## src/rtl/dot11_scrambler_pair.sv

```systemverilog
// 802.11-style scrambler/descrambler pair, generator polynomial x^7 + x^4 + 1.
// Both lanes share clock, reset, enable and reseed control. Outputs are combinational
// from the held LFSR state.
// Optional feature macro: SELF_SYNC_EN. When defined, both lanes are multiplicative
// (self-synchronising). When undefined, both lanes are additive.
module dot11_scrambler_pair #(
    parameter logic [6:0] SEED = 7'h7F
) (
    input  logic       clock,
    input  logic       reset,
    input  logic       enable,
    input  logic       load,
    input  logic [6:0] seed_in,
    input  logic       bit_in,
    output logic       bit_out,
    input  logic       rx_bit_in,
    output logic       rx_bit_out,
    output logic [6:0] state_out,
    output logic [6:0] destate_out
);

    // An all-zero seed would lock the LFSR, so it is replaced by all-ones.
    localparam logic [6:0] SeedEff = (SEED == 7'h00) ? 7'h7F : SEED;

    logic [6:0] s_q, s_d;
    logic [6:0] d_q, d_d;
    logic [6:0] load_val;
    logic       fs, fd;

    // Feedback taps, zero-latency outputs and next-state selection.
    always_comb begin
        fs         = s_q[6] ^ s_q[3];
        fd         = d_q[6] ^ d_q[3];
        bit_out    = bit_in ^ fs;
        rx_bit_out = rx_bit_in ^ fd;
        load_val   = (seed_in == 7'h00) ? 7'h7F : seed_in;
        s_d        = s_q;
        d_d        = d_q;
        if (load) begin
            s_d = load_val;
            d_d = load_val;
        end else if (enable) begin
`ifdef SELF_SYNC_EN
            s_d = {s_q[5:0], bit_out};
            d_d = {d_q[5:0], rx_bit_in};
`else
            s_d = {s_q[5:0], fs};
            d_d = {d_q[5:0], fd};
`endif
        end
    end

    // LFSR state registers; reset forces both lanes to the seed immediately.
    always_ff @(posedge clock or negedge reset) begin
        if (!reset) begin
            s_q <= SeedEff;
            d_q <= SeedEff;
        end else begin
            s_q <= s_d;
            d_q <= d_d;
        end
    end

    assign state_out   = s_q;
    assign destate_out = d_q;

endmodule

```

## config.mk

```make
export PLATFORM = sky130hd
export DESIGN_NAME = dot11_scrambler_pair
export DESIGN_NICKNAME = d
export VERILOG_FILES = /design/src/rtl/dot11_scrambler_pair.sv
export SDC_FILE = /design/constraint.sdc
export NUM_CORES = 1
export LEC_CHECK = 0
export CAP_MARGIN = 20
export CORE_UTILIZATION = 42
export CTS_CLUSTER_DIAMETER = 30
export DETAILED_ROUTE_END_ITERATION = 12
export HOLD_SLACK_MARGIN = 0.02
export PLACE_DENSITY = 0.77
export SLEW_MARGIN = 10
export SYNTH_ARGS = -nofsm -noshare
export SYNTH_HDL_FRONTEND = slang
export SYNTH_SLANG_ARGS = --single-unit
export TNS_END_PERCENT = 30
```

## constraint.sdc

```tcl
create_clock -name clock -period 1.1 [get_ports clock]
set_input_delay 0.165 -clock clock [delete_from_list [all_inputs] [get_ports clock]]
set_output_delay 0.165 -clock clock [all_outputs]
set_load 0.01 [all_outputs]
```

; Word level (Yosys, flattened, before mapping)
; Cells that the tools add are included.
[word_totals]
ram_bits = 0
wordCells = 13
output_inout_bits = 16
in_bits = 13
mem_count = 0
romBits = 0
latchBits = 0
register_bits = 14
[op_classes]
bitwise_logic = 4
n_div = 0
n_reduce_logical = 2
n_addsub = 0
mul = 0
eq_ne = 0
shift = 0
magnitude_cmp = 0
n_mux = 5
[ops]
columns = op, n
row1 = 2-to-1 mux 7 bit, 5
row2 = logical NOT 7 bit, 1
row3 = bitwise XOR 1 bit, 4
row4 = nonzero test 2 bit, 1

; Logic depth before layout (Yosys ltp)
[depth]
depth_word = 3
mapped_depth = 5
ltp_nobuf = 3

; Worst setup path after synthesis
; Ideal clock, no wire load.
[synth_path]
kind = in2reg
from = in seed_in[5]
to = reg d_q[0] (netlist: destate_out[0])
cell_stages = 4
setup_ns = 0.061
t_required_ns = 1.039
setup_slack_ns = -0.266
path_buffers = 1
arrival_time_ns = 1.305
cell_sequence = or4_4 > o41ai_4 > buf_6 > o22a_1
[synth_between]
elab_chain_len = 3
[synth_rtl]
columns = item, line_no
row1 = from (decl), 13  ; input logic [6:0] seed_in,
row2 = logical NOT 7 bit, 36  ; load_val = (seed_in == 7'h00) ? 7'h7F : seed_in;
row3 = 2-to-1 mux 7 bit, 36
row4 = 2-to-1 mux 7 bit, 39  ; if (load) begin
row5 = to (signal assigned), 57  ; d_q <= SeedEff;
row6 = to (signal assigned), 60  ; d_q <= d_d;
row7 = to (decl), 26  ; logic [6:0] d_q, d_d;
; No other way between the ends.
; A chain may end at the register's enable or synchronous reset.

; Worst setup path after layout
[layout_path]
from = reg s_q[6] (netlist: state_out[6])
to = out bit_out
[layout_between]
elab_chain_len = 2
[layout_rtl]
columns = item, line_no
row1 = from (decl), 25  ; logic [6:0] s_q, s_d;
row2 = from (signal assigned), 56  ; s_q <= SeedEff;
row3 = from (signal assigned), 59  ; s_q <= s_d;
row4 = bitwise XOR 1 bit, 32  ; fs = s_q[6] ^ s_q[3];
row5 = bitwise XOR 1 bit, 34  ; bit_out = bit_in ^ fs;
row6 = to (decl), 15  ; output logic bit_out,
; No other way between the ends.

==> flow_summary.toml <==
[global_route]
grt_overflow = 0
antenna_found_initial = 0
grt_use_total_pct = 23.5
grt_max_degree = 17
grt_pass1_wl_mm = 3.25
grt_pass1_vias = 728

[sta]
min_period_ns = 1.43
max_clock_freq_mhz = 701
min_period_over_period_pct = 130
final.setup_skew_ns = 0.00351
layout_setup_ws_ns = -0.326
tightest_slew_ns = 0.350
slew_violations = 0
setup_viol_count_final = 24
maxSlewHeadroom_pct = 76.6
rsz0062_at_grt = "yes"
finalHoldViolations = 0

[yosys]
synth.avg_cell_area_um2 = 13.8
synth.top_cell.area_share_pct = 49.4
synth-adder-area-share_pct = 0
netlist_top_cells_area = "dfstp_2 49%, mux2_2 18%, o22a_1 12%"
ys_warn_count = 0
ys_seq_elements = 14
ys_seq_area_share_pct = 49.4
synthCells = 54
yosys.area_share.xor_xnor_pct = 4.71
yosysUniqueCellTypes = 11
synth_top_family_by_area = "compound AO/OA/AOI/OAI gates"
yosys-mux-area-fraction_pct = 18.2
synth_area_leader_cell = "dfstp_2"
syn_nets = 67
synth_area_um2 = 744
yosys.area_share.simple_pct = 2.52
synth_compound_area_share_pct = 22.2

[hold_path]
whs_path_depth = 3
hold_class = "in2reg"

[worst_setup_path]
worstPathRequired_ns = 0.94
endpoint = "bit_out"
startpoint_type = "register"
end_kind = "output pin"
critPathKind = "reg2out"
r2r_cells = 5
worstPathArrival_ns = 1.26
ff2ff_setup_slack_ns = -0.12
rr_startpoint = "state_out[6]"
crit_fanout = 2
r2r-end = "state_out[6]"
crit_start = "state_out[6]"

[power_and_ir_drop]
power.switching_mw = 0.458
p_int_mw = 1.24
finalPower_mw = 1.70
combinationalPowerShare_pct = 38.7
ir_drop_v = 0.000903
cellPowerDensity_nw_per_um2 = 1270
p_sw_share_pct = 26.9
p_leak_nw = 0.596
clockPowerShare_pct = 22.2
seqPwrFrac_pct = 39.1

[clock_tree]
cts.sinks = 14
ctsRootBufferMaster = "clkbuf_4"
path_clk_slew_ns = 0.09
cts_tree = "built"
clock_path_buffers = 2
cts_max_level = 1
cts_made_buffers = 3
clk_latency_ns = 0.28

[outcome]
violations = "design-rule violations, negative setup slack"
status = "complete, but fails checks"

[routing]
vias_per_cell = 5.38
routedWlPerCell_um = 15.9
route.detailed.drc = 1
drt_iter0_drc = 11
dr.pass1.iters = 10
dr_total_vias = 683
totalWireLength_mm = 2.02
route.antenna.remaining_nets = 0

[flow_run]
maxCapViolCount = 0

[cells_and_area]
fin_area_um2 = 1340
nets = 125
antenna_cells = 0
drive_above_1_share_pct = 79.3
final_common_cell = "buf_6"
area_delta_synth_final_pct = 80.5
fillers = 81
final_core_util_pct = 85.2
final_cell_mix = "24 x buf_6, 20 x buf_4, 14 x dfstp_2"
layout.cells.non_filler = 127

[place]
placed_cells = 117
hpwlAfterDp_mm = 1.36
port_buffers = 28
gp_congestion = 0.767
postPlaceCellArea_um2 = 1210
pre_cts_ws_ns = -0.718

[floorplan]
die_y_um = 44.1
ios = 29
die_area_um2 = 1940
start_util_pct = 47.2
fp.dieW_um = 44.1
rows = 14
core_um2 = 1580
## power by group through the flow
stage               clock (mW)  combinational, mW  sequential (mW)
floorplan                    0              0.198            0.689
global placement             0              0.576            0.653
detailed placement           0              0.586            0.657
CTS                      0.376              0.600            0.658
global route             0.412              0.703            0.673
finish                   0.377              0.659            0.666
## critical path: stages, from the launching register on
cell and delay, ns:
dfstp_2 0.57, xnor2_2 0.13, xnor2_1 0.13, buf_2 0.14
## cell usage after synthesis (all sizes together)
library cell	count
clkbuf	3
mux2	12
or4	1
buf	1
xnor2	4
o22a	14
o41ai	1
nor2	2
dfstp	14
a21oi	2
## metrics by stage
step | hold slack [ns] | setup TNS (ns)
CTS | 0.213 | -3.57
floorplan | 0.0172 | -3.26
global placement | 0.705 | -11.92
global route | 0.206 | -3.96
finish | 0.213 | -2.88
detailed placement | 0.704 | -12.50
## cell type report
type                            count  area (um^2)  share of cell area, %
Tap cell                           16         20.0                   1.49
Clock buffer                        4         36.3                   2.70
Timing Repair Buffer               57          543                   40.4
Sequential cell                    14          368                   27.4
Multi-Input combinational cell     36          377                   28.0
## flip-flops by register name, indices dropped and copies added (netlist names)
| register | cells |
|---|---|
| destate_out | 7 |
| state_out | 7 |
## per-layer routing
layer	wire length [um]	vias to the layer above	GRT usage (%)
li1	-	319	-
met5	0	-	0
met4	13	0	7.27
met3	125	2	7.35
met2	1020	30	37.1
met1	860	332	31.0
## cell families after synthesis
| kind of cell | after synthesis |
|---|---|
| flops | 14 |
| compound gates | 17 |
| mux | 12 |
| xor+xnor | 4 |
| buf+inv | 4 |
| simple gates | 3 |
## what timing repair did
action | in CTS | in global routing
buffers inserted | 4 | 2
setup endpoints to repair | 30 | 30
gates resized for setup | 98 | 12
pin swaps | 6 | 8
hold buffers | 0 | 0
cloned | 1 | 0
## worst min-delay path by stage
stage | startpoint | endpoint | slack, ns
global placement | reset | state_out[0] | 0.71
floorplan | reset | destate_out[0] | 0.02
detailed placement | reset | state_out[0] | 0.70
global route | seed_in[5] | state_out[5] | 0.21
CTS | seed_in[6] | destate_out[6] | 0.21
finish | seed_in[6] | destate_out[6] | 0.21
(Power assumes the default switching activity.)
==> variant (config.mk and constraints unchanged) <==
Build with the macro `SELF_SYNC_EN` defined.
--- a/src/rtl/dot11_scrambler_pair.sv
+++ b/src/rtl/dot11_scrambler_pair.sv
@@ -4,4 +4,6 @@
 // Optional feature macro: SELF_SYNC_EN. When defined, both lanes are multiplicative
 // (self-synchronising). When undefined, both lanes are additive.
+`define SELF_SYNC_EN
+
 module dot11_scrambler_pair #(
     parameter logic [6:0] SEED = 7'h7F
Check against the original RTL: not equivalent (Yosys sat finds a counterexample within 4 cycles, from zero or initial values and one cycle with reset low).
==> variant against the unedited design <==
The flow finishes with violations (setup timing); sequential cell count unchanged; total power shrank 2.6%; wire length up 17%; register-to-register slack worse by 0.08 ns; utilization fell by 6.6 points; worst setup slack better by 0.0011 ns; critical path depth stayed put; global-route usage grew 1.8 points; final area up 3.3%; cell count is 15% higher; maximum frequency about the same; synthesized cell count grew 22%; area after synthesis is 8.1% higher; sequential share of layout area shrank 0.86 points; critical path type unchanged; largest cell class unchanged; highest routed layer is now met3.
==> variant: results (changes against the unedited design) <==
rrSetupSlack_ns: -0.20  # was -0.12 ns
synth_cell_count_leaders: "sky130_fd_sc_hd__dfstp_2 (14), sky130_fd_sc_hd__mux2_2 (9), sky130_fd_sc_hd__o22a_2 (8)"  # was sky130_fd_sc_hd__dfstp_2 (14), sky130_fd_sc_hd__mux2_2 (12), sky130_fd_sc_hd__o22a_1 (10)
fillCellCount: 107  # was 81
proportion_of_cell_area_occupied_by_multi_input_gates: 0.312  # was 0.280
peakVddDrop_uv: 913  # was 903 uV
wl_met3_um: 123  # was 125 um
grt_util_met3: 0.0595  # was 0.0735
yosysSeqAreaShare: 0.457  # was 0.494
drt-wirelength-per-cell_um: 16.2  # was 15.9 um
timing.rr.end: "state_out[0]"  # was state_out[6]
finalWirelength_um: 2370  # was 2020 um
hold_end: "destate_out[2]"  # was destate_out[6]
fin_worst_hold_slack_ns: 0.214  # was 0.213 ns
status: "complete, but fails checks"  # unchanged
drt-met1-wl_um: 1030  # was 860 um
final.setup.worst_slack_ns: -0.324  # was -0.326 ns
layout-drive-gt1-share: 0.736  # was 0.793
r2r.worst_path.cells: 4  # was 5
setup_viol_count_final: 21  # was 24
detail_route.first_pass.iterations: 4  # was 10
syn-mean-instance-area_um2: 12.2  # was 13.8 um^2
fin_setup_tns_ns: -1.71  # was -2.88 ns
number_of_different_library_cells_in_the_post_synthesis_netlist: 23  # was 11
grt_pass1_wl_um: 3640  # was 3250 um
final.signal_buffer_count: 55  # was 57
multi_input_cells: 45  # was 36
gr-usage-met2: 0.409  # was 0.371
max_slew.worst_pin.slew_ns: 0.294  # was 0.350 ns
violations: "setup timing"  # was DRC, setup timing
leakage_component_of_the_power_nw: 0.610  # was 0.596 nW
routed.top_layer: "met3"  # was met4
avgViaCountPerCell: 5.23  # was 5.38
clk_share: 0.0261  # was 0.0270
nonclk_buf_share: 0.366  # was 0.404
final_standard_cell_area_without_fillers_um2: 1390  # was 1340 um^2
syn-cell-area_um2: 805  # was 744 um^2
variant: cell types whose count changed in the layout (fill, tap and decap cells not counted), moves of 4 or more:
cell,unedited run,this run
sky130_fd_sc_hd__buf_6,24,19
sky130_fd_sc_hd__nor2b_1,0,4
sky130_fd_sc_hd__o22a_1,10,0
sky130_fd_sc_hd__o22a_2,4,8
variant: worst max path at each step:
stage,start,end,slack [ns],cells past startpoint
final,state_out[6],bit_out,-0.32,3
after floorplan,seed_in[5],destate_out[2],-0.20,3
after global placement,seed_in[5],state_out[6],-0.73,4
after detailed placement,seed_in[5],destate_out[3],-0.79,4
after CTS,state_out[6],bit_out,-0.33,3
after global routing,destate_out[6],rx_bit_out,-0.40,3
variant: report_power, final:
| group | internal, mW | leakage [nW] | switching, mW |
|---|---|---|---|
| logic | 0.382 | 0.442 | 0.231 |
| clock network | 0.201 | 0.0210 | 0.175 |
| registers | 0.614 | 0.147 | 0.0535 |
| total | 1.20 | 0.610 | 0.460 |
variant: repair_timing:
action,4_1_cts,5_1_grt
setup buffers,4,1
resized for setup,104,3
pin swaps,8,2
endpoints found under the setup margin,30,29
hold endpoints to repair,0,0
variant: cell families (layout without fill, tap and decap cells):
group | count (synthesis) | in the layout | share of synthesized area
compound gates | 19 | 19 | 0.226
xor+xnor | 4 | 4 | 0.0435
simple gates | 13 | 13 | 0.0902
buf+inv | 7 | 62 | 0.0575
mux | 9 | 9 | 0.126
flops | 14 | 14 | 0.457
variant: worst register-to-register path: cells and delay by family, from the launching register on:
kind            cells  cell delay, ns
compound gates      1            0.33
buf+inv             1            0.13
flops               1            0.56
xor+xnor            2            0.21
